<file path="config.mk">
export PLATFORM = sky130hd
export DESIGN_NAME = table_buffer_param
export DESIGN_NICKNAME = d
export VERILOG_FILES = /design/src/rtl/table_buffer_param.sv
export SDC_FILE = /design/constraint.sdc
export NUM_CORES = 1
export LEC_CHECK = 0
export CAP_MARGIN = 5
export CORE_MARGIN = 2
export CORE_UTILIZATION = 25
export DETAILED_ROUTE_END_ITERATION = 6
export GPL_ROUTABILITY_DRIVEN = 0
export HOLD_SLACK_MARGIN = 0.06
export PLACE_DENSITY = 0.54
export SYNTH_ARGS = -nofsm -noshare
export SYNTH_HDL_FRONTEND = slang
export SYNTH_SLANG_ARGS = --single-unit
</file>
<file path="constraint.sdc">
create_clock -name clk -period 5.92 [get_ports clk]
set_input_delay 1.184 -clock clk [delete_from_list [all_inputs] [get_ports clk]]
set_output_delay 1.184 -clock clk [all_outputs]
set_load 0.005 [all_outputs]
</file>
<file path="src/rtl/table_buffer_param.sv">
// ROWS x COLS element table, filled by parallel load or row-serial stream, with a registered indexed read port.
// Optional sliding-window row shift enabled by defining TABLE_BUFFER_ROW_SHIFT_EN.
module table_buffer_param #(
    parameter int DATA_W = 8,
    parameter int ROWS   = 4,
    parameter int COLS   = 4
) (
    input  logic                          clk,
    input  logic                          rst,
    input  logic                          clr,
    input  logic                          ld,
    input  logic [ROWS*COLS*DATA_W-1:0]   in,
    input  logic                          row_valid,
    output logic                          row_ready,
    input  logic [COLS*DATA_W-1:0]        row_data,
    input  logic                          rd_en,
    input  logic [$clog2(ROWS)-1:0]       row,
    input  logic [$clog2(COLS)-1:0]       col,
    output logic [DATA_W-1:0]             out,
    output logic                          out_valid,
    output logic                          full,
    output logic [$clog2(ROWS+1)-1:0]     rows_loaded
);

    localparam int RW    = $clog2(ROWS);
    localparam int CW    = $clog2(COLS);
    localparam int CNT_W = $clog2(ROWS+1);

    typedef enum logic [1:0] {
        EMPTY   = 2'd0,
        FILLING = 2'd1,
        FULL    = 2'd2
    } state_t;

    state_t                state_q, state_d;
    logic [DATA_W-1:0]     tbl_q [ROWS][COLS];
    logic [DATA_W-1:0]     tbl_d [ROWS][COLS];
    logic [RW-1:0]         ptr_q, ptr_d;
    logic [CNT_W-1:0]      cnt_q, cnt_d;
    logic [DATA_W-1:0]     out_q, out_d;
    logic                  out_valid_q, out_valid_d;
    logic                  row_accept;
    logic [DATA_W-1:0]     rd_val;

`ifdef TABLE_BUFFER_ROW_SHIFT_EN
    assign row_ready = !ld && !clr;
`else
    assign row_ready = (state_q != FULL) && !ld && !clr;
`endif

    assign row_accept  = row_valid && row_ready;
    assign full        = (state_q == FULL);
    assign rows_loaded = cnt_q;
    assign out         = out_q;
    assign out_valid   = out_valid_q;

    // Writer priority is clr, then ld, then a handshaken streamed row.
    always_comb begin
        state_d = state_q;
        ptr_d   = ptr_q;
        cnt_d   = cnt_q;
        tbl_d   = tbl_q;
        if (clr) begin
            for (int r = 0; r < ROWS; r++)
                for (int c = 0; c < COLS; c++)
                    tbl_d[r][c] = '0;
            cnt_d   = '0;
            ptr_d   = '0;
            state_d = EMPTY;
        end else if (ld) begin
            for (int r = 0; r < ROWS; r++)
                for (int c = 0; c < COLS; c++)
                    tbl_d[r][c] = in[(ROWS*COLS-1-(r*COLS+c))*DATA_W +: DATA_W];
            cnt_d   = CNT_W'(ROWS);
            ptr_d   = '0;
            state_d = FULL;
        end else if (row_accept) begin
`ifdef TABLE_BUFFER_ROW_SHIFT_EN
            if (state_q == FULL) begin
                for (int r = 0; r < ROWS-1; r++)
                    tbl_d[r] = tbl_q[r+1];
                for (int c = 0; c < COLS; c++)
                    tbl_d[ROWS-1][c] = row_data[(COLS-1-c)*DATA_W +: DATA_W];
            end else begin
`else
            begin
`endif
                for (int r = 0; r < ROWS; r++)
                    if (RW'(r) == ptr_q)
                        for (int c = 0; c < COLS; c++)
                            tbl_d[r][c] = row_data[(COLS-1-c)*DATA_W +: DATA_W];
                if (cnt_q == CNT_W'(ROWS-1)) begin
                    cnt_d   = CNT_W'(ROWS);
                    ptr_d   = '0;
                    state_d = FULL;
                end else begin
                    cnt_d   = cnt_q + CNT_W'(1);
                    ptr_d   = ptr_q + RW'(1);
                    state_d = FILLING;
                end
            end
        end
    end

    // Read uses the pre-write table, so same-edge writes return the old value; unmatched indices give 0.
    always_comb begin
        rd_val = '0;
        for (int r = 0; r < ROWS; r++)
            for (int c = 0; c < COLS; c++)
                if ((RW'(r) == row) && (CW'(c) == col))
                    rd_val = tbl_q[r][c];
        out_d       = rd_en ? rd_val : out_q;
        out_valid_d = rd_en;
    end

    always_ff @(posedge clk or posedge rst) begin
        if (rst) begin
            state_q     <= EMPTY;
            ptr_q       <= '0;
            cnt_q       <= '0;
            out_q       <= '0;
            out_valid_q <= 1'b0;
            for (int r = 0; r < ROWS; r++)
                for (int c = 0; c < COLS; c++)
                    tbl_q[r][c] <= '0;
        end else begin
            state_q     <= state_d;
            ptr_q       <= ptr_d;
            cnt_q       <= cnt_d;
            out_q       <= out_d;
            out_valid_q <= out_valid_d;
            tbl_q       <= tbl_d;
        end
    end

endmodule

</file>
======== Yosys cells after proc, flatten, opt, wreduce, memory -nomap -nowiden ========
Cells that the tools add are included.
storage, ports and cells
  output and inout port bits .............. 14
  logic and storage cells ................. 103
  input port bits ......................... 170
  register bits after elaboration ......... 144
operators by class
  equality and inequality tests ........... 12
  add/sub/neg operators ................... 2
  reductions and logical operators ........ 33
  muxes and demuxes ....................... 35
operator list
  kind                                                                    number
  128-bit two-way mux                                                     3
  32-bit two-way mux                                                      4
  8-bit two-way mux                                                       16
  1-bit logical AND                                                       19
  2-bit two-way mux                                                       8
  3-bit nonzero test                                                      5
  2-bit equality test (first input constant)                              6
  3-bit two-way mux                                                       4
  2-bit AND reduction                                                     4
  1-bit by 2-bit equality test with 1-bit output (first input constant)   3
  2-bit logical NOT                                                       3
  3-bit by 1-bit adder with 3-bit output (second input constant)          1
  3-bit by 2-bit equality test with 1-bit output (second input constant)  1
  2-bit by 1-bit adder with 2-bit output (second input constant)          1
  2-bit equality test (second input constant)                             1
  1-bit logical NOT                                                       2
  2-bit inequality test (second input constant)                           1

======== Longest topological paths before layout ========
  depth after elaboration ................. 18
  depth in mapped cells ................... 8
  mapped depth without buffers ............ 5

======== Worst setup path after synthesis ========
Ideal clock, no wire load.
  path kind ............................... in2out
  from .................................... input port ld
  to ...................................... output port row_ready
  buffers on the path ..................... 2
  stages on the path ...................... 4
  data required time ...................... 4.736 ns
  path slack .............................. 2.903 ns
  arrival time ............................ 1.833 ns
  cells stage by stage .................... buf_2 or2_1 buf_6 nor2_1
between the ends
  cells in the longest elaborated chain, start to end .. 3
RTL lines
  what                             RTL line  text
  start, declared                  11        input logic ld,
  1-bit logical NOT                48        assign row_ready = (state_q != FULL) && !ld && !clr;
  1-bit logical AND (2 in series)  48
  end, declared                    14        output logic row_ready,
No other way between the ends.

======== Final worst setup path ========
Same ends and word-level chain as after synthesis.

==> impl_metrics.tcl <==
set metrics [dict create \
    synth_edf_count 0 \
    first_iter_violations 625 \
    core_sq_mm 0.03164 \
    syn_inst 858 \
    ys.flop_type "dfrtp_1" \
    hold_viol 0 \
    nFillCells 3292 \
    crit_path_end_kind "output port" \
    hpwlAfterDp_microns 22310 \
    grt_start_max_net_pins 78 \
    rsz0062_at_grt "false" \
    die_area_sq_mm 0.03359 \
    slowest_delay_ns 0.53 \
    setup_viol 0 \
    status "complete, no violations" \
    synth_top_area_share_pct 44.85 \
    ios 184 \
    synth_area_leaders "dfrtp_1 (45%), o31ai_1 (12%), a21oi_1 (9.3%)" \
    critical_path.cell_chain "buf_4, or2_1, nor2_1, clkdlybuf4s50_1" \
    start_kind "input pin" \
    synth.cell_area_sq_mm 0.008034 \
    final.period_utilization_pct 63.63 \
    dr_total_vias 7142 \
    insertion_delay_ns 0.43 \
    cts_buffers 17 \
    crit_path_max_fanout 30 \
    num_rows 65 \
    cts_sinks 144 \
    grt_pass1_wl_microns 45840 \
    drive_gt1_share_pct 6.667 \
    htreeDepth 4 \
    tightestPinTransition_ns 1.084 \
    layout.nets 1170 \
    routed_wirelength_microns 31400 \
    critPathSlowestCell "or2_1" \
    fin_crit_ns 3.767 \
    gr-usage-all-layers_pct 18.86 \
    drv_cap 0 \
    grt-ovfl-total 0 \
    cts_tree "yes" \
    yosys_warnings 0 \
    first_pass_iters 6 \
    synth-seq-cells 144 \
    grt_pass1_vias 7191 \
    ys_types 46 \
    cp.arrival_ns 2.58 \
    crit_required_ns 4.74 \
    ir_drop_v 0.0002122 \
    antenna_found_initial 1 \
    path_class "input pin to output port" \
    die_x_microns 183.3 \
    power_density_mw_per_mm2 259.2 \
    seq_area_frac_synth_pct 44.85 \
    clk_pin_slew_ns 0.06 \
    yosys-top-cells-count "a21oi_1 (150), dfrtp_1 (144), nand2_1 (144)" \
    hold_path_class "flop to flop" \
    synth_most_common_cell "a21oi_1" \
    fin_setup_tns_ns 0 \
    async_flop_share_pct 100.0 \
    syn_nets 1034 \
    fp.dieH_microns 183.3 \
    finalPower_w 0.002721 \
    post_cts_buffers 0 \
    wl_per_cell_microns 22.31 \
    routed_via_density 5.076 \
    portBuffers 183 \
    p_leak_nw 4.127 \
    ant_nets 0 \
    ctsResizeCount 0 \
    drc 0 \
    maxSlewViolCount 0 \
    antenna_cells 0 \
    timing.slew.headroom_pct 27.56 \
    cts_root_buf "clkbuf_16" \
    start_util_pct 25.39 \
    hold_buffers 0 \
    syn_area_per_cell_sq_um 9.364 \
    ctsLongestPathBuffers 2 \
    area_growth_syn_to_layout_pct 30.65 \
    synth_top_area_cell "dfrtp_1" \
    max_freq_mhz 265.5 \
    skew_ns 0.009972 \
]
[flip-flops by register name, summed over array words and instances (netlist names)]
name / count
ptr_q: 2
tbl_q: 128
out: 8
out_valid: 1
state_q: 2
rows_loaded: 3
[layout by cell type, fill, tap and decap left out, types with 12 or more instances in the layout]
master,instances
buf_4,17
mux2i_1,30
nor2_1,23
nor2b_1,37
nand2_1,144
clkbuf_16,17
o22ai_1,12
clkdlybuf4s50_1,179
dfrtp_1,144
o31ai_1,131
a21oi_1,150
[critical path: cells and delay by family]
| kind | cells | cell delay [ns] |
|---|---|---|
| and+or+nand+nor | 2 | 0.64 |
| buffers and inverters | 2 | 0.74 |
[stage by stage]
stage                     instances  setup WS, ns  hold slack [ns]  area, sq um  utilization (%)
after detailed placement       1377         2.142           0.4595         9911            31.33
after floorplan                 858        0.8697           0.4404         8034                -
after global placement         1377         2.159           0.4512         9911            31.33
after global routing           1407         2.022           0.4964        10500            33.18
after CTS                      1407         2.132           0.4724        10500            33.18
final                          1407         2.153           0.4710        10500            33.18
[power breakdown]
| part | total (W) | switching [W] | internal (W) | leakage (nW) |
|---|---|---|---|---|
| logic | 0.000502 | 0.000271 | 0.000231 | 1.98 |
| registers | 0.00112 | 0.0000512 | 0.00107 | 1.88 |
| clock network | 0.00110 | 0.000434 | 0.000668 | 0.274 |
[metal layers]
layer / GRT usage (%) / vias up / wire, microns
met3: 3.495 / 48 / 2006
met1: 25.07 / 3431 / 13620
met4: 7.776 / 2 / 1107
met5: 0 / - / 12
met2: 30.18 / 251 / 14650
li1: - / 3410 / -
[cell families after synthesis]
| kind of cell | Yosys count | share of synthesized area, % |
|---|---|---|
| and+or+nand+nor | 234 | 13.04 |
| AOI/OAI and AO/OA | 342 | 27.57 |
| adders and majority gates | 6 | 0.9344 |
| buffers and inverters | 89 | 7.351 |
| DFF | 144 | 44.85 |
| muxes | 43 | 6.261 |
[cell type report]
type / count / area [sq um] / share of cell area (%)
Multi-Input combinational cell: 625 / 3840 / 36.58
Inverter: 8 / 35.03 / 0.3338
Clock inverter: 10 / 138.9 / 1.323
Clock buffer: 20 / 446.7 / 4.256
Timing Repair Buffer: 198 / 1929 / 18.38
Sequential cell: 144 / 3603 / 34.33
Tap cell: 402 / 503.0 / 4.792
[worst paths after layout]
| check | start | end | slack (ns) | depth (start not counted) |
|---|---|---|---|---|
| min in group asynchronous | rst | tbl_q[35] | 1.21 | 2 |
| worst min-delay path | tbl_q[24] | tbl_q[24] | 0.47 | 2 |
| worst min register to register | tbl_q[24] | tbl_q[24] | 0.47 | 2 |
| worst max-delay path | ld | row_ready | 2.15 | 4 |
| max in group asynchronous | rst | tbl_q[31] | 3.60 | 3 |
| worst max register to register | state_q[0] | tbl_q[64] | 3.45 | 5 |
(Power assumes the default switching activity.)
